### src/rtl/store_buffer_if.sv
// Store-side request and memory-write handshake bundle for store_buffer.
// master drives stores and accepts memory writes; slave is the buffer itself.
interface store_buffer_if #(
    parameter int unsigned DATA_W = 32,
    parameter int unsigned ADDR_W = 32
);
    logic                  st_valid;
    logic                  st_ready;
    logic [ADDR_W-1:0]     st_addr;
    logic [1:0]            st_size;
    logic [DATA_W-1:0]     st_data;
    logic                  st_err;
    logic                  mem_valid;
    logic                  mem_ready;
    logic [ADDR_W-1:0]     mem_addr;
    logic [DATA_W-1:0]     mem_wdata;
    logic [DATA_W/8-1:0]   mem_be;

    modport master (
        output st_valid, st_addr, st_size, st_data, mem_ready,
        input  st_ready, st_err, mem_valid, mem_addr, mem_wdata, mem_be
    );

    modport slave (
        input  st_valid, st_addr, st_size, st_data, mem_ready,
        output st_ready, st_err, mem_valid, mem_addr, mem_wdata, mem_be
    );
endinterface

### src/rtl/store_buffer.sv
// Store buffer: lane-aligns stores, rejects illegal ones, queues them in a FIFO to memory.
// Define STORE_BUFFER_MERGE_EN to merge same-word stores into the newest queued entry.
module store_buffer #(
    parameter int unsigned DATA_W = 32,
    parameter int unsigned ADDR_W = 32,
    parameter int unsigned DEPTH  = 4
) (
    input  logic                   clk,
    input  logic                   reset,
    store_buffer_if.slave          bus,
    output logic                   sb_empty,
    output logic [$clog2(DEPTH):0] sb_count
);
    localparam int unsigned BYTES = DATA_W / 8;
    localparam int unsigned OFF_W = $clog2(BYTES);
    localparam int unsigned PTR_W = $clog2(DEPTH);
    localparam int unsigned CNT_W = PTR_W + 1;

    logic [ADDR_W-1:0] addr_q [DEPTH];
    logic [DATA_W-1:0] data_q [DEPTH];
    logic [BYTES-1:0]  be_q   [DEPTH];
    logic [PTR_W-1:0]  wr_ptr_q, rd_ptr_q;
    logic [CNT_W-1:0]  count_q, count_d;
    logic              err_q, err_d;

    logic [3:0]        nbytes;
    logic [OFF_W-1:0]  off;
    logic              illegal;
    logic [BYTES-1:0]  size_mask;
    logic [DATA_W-1:0] data_mask;
    logic [BYTES-1:0]  al_be;
    logic [DATA_W-1:0] al_data;
    logic [ADDR_W-1:0] word_addr;
    logic              full, empty, accept, push, pop, merge;

    always_comb begin
        nbytes    = 4'd1 << bus.st_size;
        off       = bus.st_addr[OFF_W-1:0];
        // Offset must be a multiple of the access size; oversize stores are always illegal.
        illegal   = (32'(nbytes) > BYTES) || ((off & OFF_W'(nbytes - 4'd1)) != '0);
        size_mask = '0;
        data_mask = '0;
        for (int i = 0; i < int'(BYTES); i++) begin
            size_mask[i]       = (i < int'(nbytes));
            data_mask[8*i +: 8] = {8{size_mask[i]}};
        end
        al_be     = size_mask << off;
        al_data   = (bus.st_data & data_mask) << {off, 3'b000};
        word_addr = {bus.st_addr[ADDR_W-1:OFF_W], OFF_W'(0)};
    end

    assign full   = (count_q == CNT_W'(DEPTH));
    assign empty  = (count_q == '0);
    assign accept = bus.st_valid && !full && !illegal;
    assign pop    = !empty && bus.mem_ready;
    assign err_d  = bus.st_valid && illegal;

`ifdef STORE_BUFFER_MERGE_EN
    logic [PTR_W-1:0] tail_idx;
    assign tail_idx = wr_ptr_q - PTR_W'(1);
    // With one entry, merging is only safe if that entry is not leaving this cycle.
    assign merge = accept && (word_addr == addr_q[tail_idx]) &&
                   ((count_q >= CNT_W'(2)) || ((count_q == CNT_W'(1)) && !pop));
`else
    assign merge = 1'b0;
`endif

    assign push    = accept && !merge;
    assign count_d = count_q + CNT_W'(push) - CNT_W'(pop);

    always_ff @(posedge clk) begin
        if (reset) begin
            wr_ptr_q <= '0;
            rd_ptr_q <= '0;
            count_q  <= '0;
            err_q    <= 1'b0;
            for (int i = 0; i < int'(DEPTH); i++) begin
                addr_q[i] <= '0;
                data_q[i] <= '0;
                be_q[i]   <= '0;
            end
        end else begin
            err_q   <= err_d;
            count_q <= count_d;
            if (push) begin
                addr_q[wr_ptr_q] <= word_addr;
                data_q[wr_ptr_q] <= al_data;
                be_q[wr_ptr_q]   <= al_be;
                wr_ptr_q         <= wr_ptr_q + PTR_W'(1);
            end
            if (pop) begin
                rd_ptr_q <= rd_ptr_q + PTR_W'(1);
            end
`ifdef STORE_BUFFER_MERGE_EN
            if (merge) begin
                be_q[tail_idx] <= be_q[tail_idx] | al_be;
                for (int i = 0; i < int'(BYTES); i++) begin
                    if (al_be[i]) data_q[tail_idx][8*i +: 8] <= al_data[8*i +: 8];
                end
            end
`endif
        end
    end

    assign bus.st_ready  = !full;
    assign bus.st_err    = err_q;
    assign bus.mem_valid = !empty;
    assign bus.mem_addr  = addr_q[rd_ptr_q];
    assign bus.mem_wdata = data_q[rd_ptr_q];
    assign bus.mem_be    = be_q[rd_ptr_q];
    assign sb_empty      = empty;
    assign sb_count      = count_q;
endmodule

### src/flat_wrapper.sv
// flat-port wrapper written by rule: the top's interface ports become plain ports
module store_buffer_flat 
#(
    parameter int unsigned DATA_W = 32,
    parameter int unsigned ADDR_W = 32,
    parameter int unsigned DEPTH  = 4
)
  (clk, reset, sb_empty, sb_count, bus_st_valid, bus_st_addr, bus_st_size, bus_st_data, bus_mem_ready, bus_st_ready, bus_st_err, bus_mem_valid, bus_mem_addr, bus_mem_wdata, bus_mem_be);
  store_buffer_if #(.DATA_W(DATA_W), .ADDR_W(ADDR_W)) bus_i ();
  input  logic clk;
  input  logic reset;
  output logic sb_empty;
  output logic [$clog2(DEPTH):0] sb_count;
  input wire logic [$bits(bus_i.st_valid)-1:0] bus_st_valid;
  input wire logic [$bits(bus_i.st_addr)-1:0] bus_st_addr;
  input wire logic [$bits(bus_i.st_size)-1:0] bus_st_size;
  input wire logic [$bits(bus_i.st_data)-1:0] bus_st_data;
  input wire logic [$bits(bus_i.mem_ready)-1:0] bus_mem_ready;
  output wire logic [$bits(bus_i.st_ready)-1:0] bus_st_ready;
  output wire logic [$bits(bus_i.st_err)-1:0] bus_st_err;
  output wire logic [$bits(bus_i.mem_valid)-1:0] bus_mem_valid;
  output wire logic [$bits(bus_i.mem_addr)-1:0] bus_mem_addr;
  output wire logic [$bits(bus_i.mem_wdata)-1:0] bus_mem_wdata;
  output wire logic [$bits(bus_i.mem_be)-1:0] bus_mem_be;
  assign bus_i.st_valid = bus_st_valid;
  assign bus_i.st_addr = bus_st_addr;
  assign bus_i.st_size = bus_st_size;
  assign bus_i.st_data = bus_st_data;
  assign bus_i.mem_ready = bus_mem_ready;
  assign bus_st_ready = bus_i.st_ready;
  assign bus_st_err = bus_i.st_err;
  assign bus_mem_valid = bus_i.mem_valid;
  assign bus_mem_addr = bus_i.mem_addr;
  assign bus_mem_wdata = bus_i.mem_wdata;
  assign bus_mem_be = bus_i.mem_be;
  store_buffer #(.DATA_W(DATA_W), .ADDR_W(ADDR_W), .DEPTH(DEPTH)) u_core (.clk(clk), .reset(reset), .bus(bus_i), .sb_empty(sb_empty), .sb_count(sb_count));
endmodule
### config.mk
export PLATFORM = sky130hd
export DESIGN_NAME = store_buffer_flat
export DESIGN_NICKNAME = d
export VERILOG_FILES = /design/src/rtl/store_buffer_if.sv /design/src/rtl/store_buffer.sv /design/src/flat_wrapper.sv
export SDC_FILE = /design/constraint.sdc
export NUM_CORES = 1
export LEC_CHECK = 0
export ABC_AREA = 1
export BUFFER_PORTS_ARGS = -buffer_cell sky130_fd_sc_hd__clkbuf_2
export CAP_MARGIN = 10
export CORE_ASPECT_RATIO = 0.8
export CORE_MARGIN = 5
export CORE_UTILIZATION = 30
export CTS_CLUSTER_SIZE = 12
export DETAILED_ROUTE_END_ITERATION = 8
export PLACE_DENSITY = 0.54
export SYNTH_ARGS = -nofsm -noshare
export SYNTH_HDL_FRONTEND = slang
export SYNTH_SLANG_ARGS = --single-unit
### constraint.sdc
create_clock -name clk -period 7.9 [get_ports clk]
set_input_delay 0.395 -clock clk [delete_from_list [all_inputs] [get_ports clk]]
set_output_delay 0.395 -clock clk [all_outputs]
set_load 0.02 [all_outputs]
* After elaboration in Yosys (flattened, before gate mapping)
Memory sizes are Yosys's and may differ from the RTL's. A register that Yosys moved wholly into a read port is not among the register bits.
Cells that the tools add are included.
W data, S select, Z words.
** Cells by class
- Add/sub/neg operators :: 5
- $lt $le $gt $ge :: 5
- Eq/ne operators :: 1
- Shift-type cells :: 3
- Mux-type cells :: 20
- Bitwise gates (word level) :: 2
- Reduce and logical (&&, ||, !) cells :: 13
** Operators by type and width (count)
- $and A32 B32 Y32 :: 1
- $mux W32 :: 1
- $reduce_or A32 Y1 :: 1
- $shl A32 B5 Y32 :: 1
- $mux W30 :: 1
- $reduce_or A30 Y1 :: 1
- $mux W2 :: 9
- $lt A1 B4 Y1 const A :: 2
- $lt A2 B4 Y1 const A :: 2
- $mux W1 :: 8
- $add A2 B1 Y2 const B :: 2
- $gt A4 B3 Y1 const B :: 1
- $logic_and A1 B1 Y1 :: 4
- $mux W4 :: 1
- $reduce_or A4 Y1 :: 1
- $shl A1 B2 Y4 const A :: 1
- $shl A4 B2 Y4 :: 1
- $add A3 B1 Y3 :: 1
- $eq A3 B3 Y1 const B :: 1
- $logic_not A1 Y1 :: 3
- $logic_not A3 Y1 :: 1
- $sub A3 B1 Y3 :: 1
- $and A2 B2 Y2 :: 1
- $reduce_bool A2 Y1 :: 1
- 2 further kinds :: 2
** Word-level totals
- Register bits after elaboration :: 8
- RAM bits :: 264
- Output and inout bits :: 75
- Logic and storage cells :: 56
- Memories :: 3
** Memory list
- u_core.data_q :: depth 4, bits a word 32, rd ports 1, clocked after Yosys merged registers in 1, write ports 4, line store_buffer.sv:20 : logic [DATA_W-1:0] data_q [DEPTH];
- u_core.addr_q :: depth 4, bits a word 30, rd ports 1, clocked after Yosys merged registers in 1, write ports 4, line store_buffer.sv:19 : logic [ADDR_W-1:0] addr_q [DEPTH];
- u_core.be_q :: depth 4, bits a word 4, rd ports 1, clocked after Yosys merged registers in 1, write ports 4, line store_buffer.sv:21 : logic [BYTES-1:0] be_q [DEPTH];

* Logic depth before layout (Yosys ltp)
- Depth after elaboration :: 12
- Gate-level depth with buffers :: 10

* Least setup slack after synthesis
Ideal clock, no wire load.
- Kind :: register -> register
- Start point :: register u_core.count_q[1], in the netlist u_core.sb_count[1]
- End point :: memory u_core.addr_q[3][0] in the netlist's numbering (enable)
- Library setup time :: 0.581 ns
- Data arrival time :: 5.575 ns
- Data required time :: 7.319 ns
- Setup slack :: 1.743 ns
- Stages on the path, launching flop included :: 5
- Path buffers :: 0
- Period minus slack after synthesis :: 6.157 ns
- Cells stage by stage :: dfxtp_1 -> nor2_1 -> a21oi_1 -> nand2_4 -> o21ai_0
** RTL lines
- start: declaration :: line store_buffer.sv:23 : logic [CNT_W-1:0] count_q, count_d;
- start signal: assignment :: line store_buffer.sv:84 : count_q <= count_d;
- end: declaration :: line store_buffer.sv:19

==> results.md <==
* Pwr Density at 283 nW/µm²
* Outcome: complete, no violations
* Yosys warning count at 0
* Most frequent cells in the layout: nor2_1, edfxtp_1, o21ai_0
* Synth Instances at 1,207
* WP data arrival at approximately 4 ns
* Via count at 8,954
* Post-Route Setup TNS at 0 ns
* Drt first-iter violations at 607
* Yosys cell types at 27
* Remaining global-route overflow at 0
* Worst setup path class: primary input to flop
* Wire length per cell at 18.7 µm
* Final std cells w/o fill at between 1,500 and 2,000
* All-Layer GR Usage at 14.8%
* Worst hold path class: primary input to flop
* DPL Wire Length at 20.7 mm
* Vias in the first global route at between 8,000 and 9,000
* H-tree levels at 1
* Crit path launch: bus_st_addr[0]
* GR Util met3 at about 2.7%
* Worst path max stage delay at 1.00 ns
* Vias per cell at 4.79
* Leak at ~5.7 nW
* Hold bufs inserted after CTS at 0
* # fillers at 4,144
* Pwr Total at ~0.004 W
* I/O pins at 145
* CP Cell Sequence: clkbuf_2 > nor2_2 > nand2_1 > nand2_2 > nand2_4 > nor2_8 > nand2_1 > nand2_4
* Diodes inserted at 0
* Placed cell count at 1,820
* Max Fclk at 259 MHz
* Final GP Congestion at 0.893
* Worst-Skew Late Latency at 0.54 ns
* Met2 Usage GRT at approximately 23%
* Startpoint Class: primary input
* CTS tree: built
* CP Max Fanout at 66
* Area grow syn2layout at 16.0%
* Launch point of the worst reg-to-reg path: u_core.sb_count[1]
* Final setup violation count at 0
* DR pass1 iterations at 5
* CTS buffer count at 29
* Initial antenna violation count at 1
* Commonest non-fill, non-tap cell in the layout: nor2_1
* Setup Skew at 0.0226 ns
* Setup repair after global routing missed its margin: no
* Layout cell share with drive strength beyond 1 at 17.3%
* MaxCap Viol Count at 0
* Antenna viol nets, final at 0
* Hold slack at 0.134 ns
* Final period util at 48.8%
* # rows at 66
* Clk root buf: clkbuf_16
* Post-Syn Area per Cell at 10.2 µm²
* Yosys reg bits at 274
* Clk buf depth at 3
* Initial core utilization at 30.3%
* Pin count of the biggest net entering global routing at 81
* Final net count at about 1,400
* Die area at approximately 45,000 µm²
* Core Box Area at 40,600 µm²
* Slew Viols, Final at 0
* Pre-CTS setup slack at roughly 3.4 ns
* Hold_sp: bus_st_valid
* CTS clk-pin slew, worst paths at around 0.060 ns
* Post-CTS setup buffer count at 0
* Final Critical Period at 3.86 ns
* CP endpoint kind: flop
* Global-route wire length before repair at 52.6 mm
* Die height at 191 µm
* WL final at 34.9 mm
* Global Route met1 Usage at 21.8%
* Worst-margin pin slew at 1.10 ns
* DRC at 0
* Slowest-stage cell, CP: nand2_4
* Critical Path RT at between 8 and 9 ns
* Buffers on Ports at 142
* Die W at 237 µm
* Final hold vios at 0
* VDD IR max at 0.143 mV
* Syn Std Cell Area at 12,300 µm²
* Slack of the critical path at 4.04 ns
* Clk sinks at between 200 and 300
* GRT busiest layer: met2
* Slew Limit Headroom at 26.8%
* Cts repair resizes at 0
* Seq/Total Area, Yosys at 66.0%
==> cell type report <==
class                           count  area (µm²)  share of cell area (%)
Clock buffer                       40         767                    5.37
Clock inverter                     11        78.8                   0.552
Tap cell                          544         681                    4.77
Timing Repair Buffer              149         763                    5.34
Sequential cell                   274        8140                    57.0
Multi-Input combinational cell    752        3470                    24.3
Inverter                          101         382                    2.67
==> power breakdown <==
part,internal [W],leakage [nW],switching (W)
combinational,0.000276,2.50,0.000759
sequential,0.00168,2.82,0.0000756
clock,0.000705,0.406,0.000536
==> worst max-delay path, delay by kind of cell <==
kind          cells  cell delay, ns
simple gates      7            3.21
buf+inv           1            0.36
==> layer usage <==
| metal | share of wire, % | up-vias |
|---|---|---|
| met1 | 48 | 4379 |
| met5 | 0.020 | - |
| met4 | 1.8 | 2 |
| met2 | 45 | 232 |
| li1 | - | 4301 |
| met3 | 5.5 | 40 |
==> cell usage after synthesis <==
cell type,number,share of area (%)
buf_2,18,0.73
nand3_2,1,0.081
inv_2,2,0.061
nand2_4,1,0.091
edfxtp_1,264,64
nor3_1,3,0.12
nor2_2,31,1.6
xor2_1,2,0.14
nand2_1,92,2.8
nor2_8,1,0.16
inv_1,98,3.0
conb_1,1,0.030
fa_1,1,0.16
o22ai_1,66,3.4
clkinv_1,1,0.030
clkbuf_1,55,1.7
nor2_1,334,10
dfxtp_1,10,1.6
a21oi_1,28,1.1
ha_1,2,0.20
buf_6,6,0.55
buf_4,2,0.12
o21ai_0,160,6.5
nand3_1,13,0.53
nand2_2,2,0.10
and2_0,4,0.20
nand4_1,9,0.46
==> final timing paths <==
kind / endpoint / slack (ns) / cells past startpoint
setup / recovery: u_core.be_q[1][3] / 4.04 / 8
setup reg to reg: u_core.be_q[1][3] / 4.26 / 6
hold / removal: u_core.bus.st_err / 0.13 / 3
hold reg to reg: flop / 0.45 / 2
==> cells by family (layout without fill, tap and decap cells) <==
kind of cell	Yosys count	count (layout)	share of synthesized area, %
AOI/OAI and AO/OA	254	254	11.0
xor gates and xnor gates	2	2	0.142
adders and majority gates	3	3	0.366
buffers and inverters	182	301	6.16
DFF	274	274	66.0
other	1	2	0.0305
and+or+nand+nor	491	491	16.3
==> stage by stage <==
step	area, µm²	util [%]
after floorplan	12300	-
after global placement	13400	33.1
after detailed placement	13400	33.1
after CTS	14300	35.1
after global routing	14300	35.1
final	14300	35.1
==> registers in the layout, indices dropped and copies added (netlist names), named ones only <==
name / flops
u_core.addr_q: 120
u_core.be_q: 16
u_core.bus.st_err: 1
u_core.data_q: 128
u_core.rd_ptr_q: 2
u_core.sb_count: 3
u_core.wr_ptr_q: 2
Note: power is estimated with default switching activity, not from simulation.
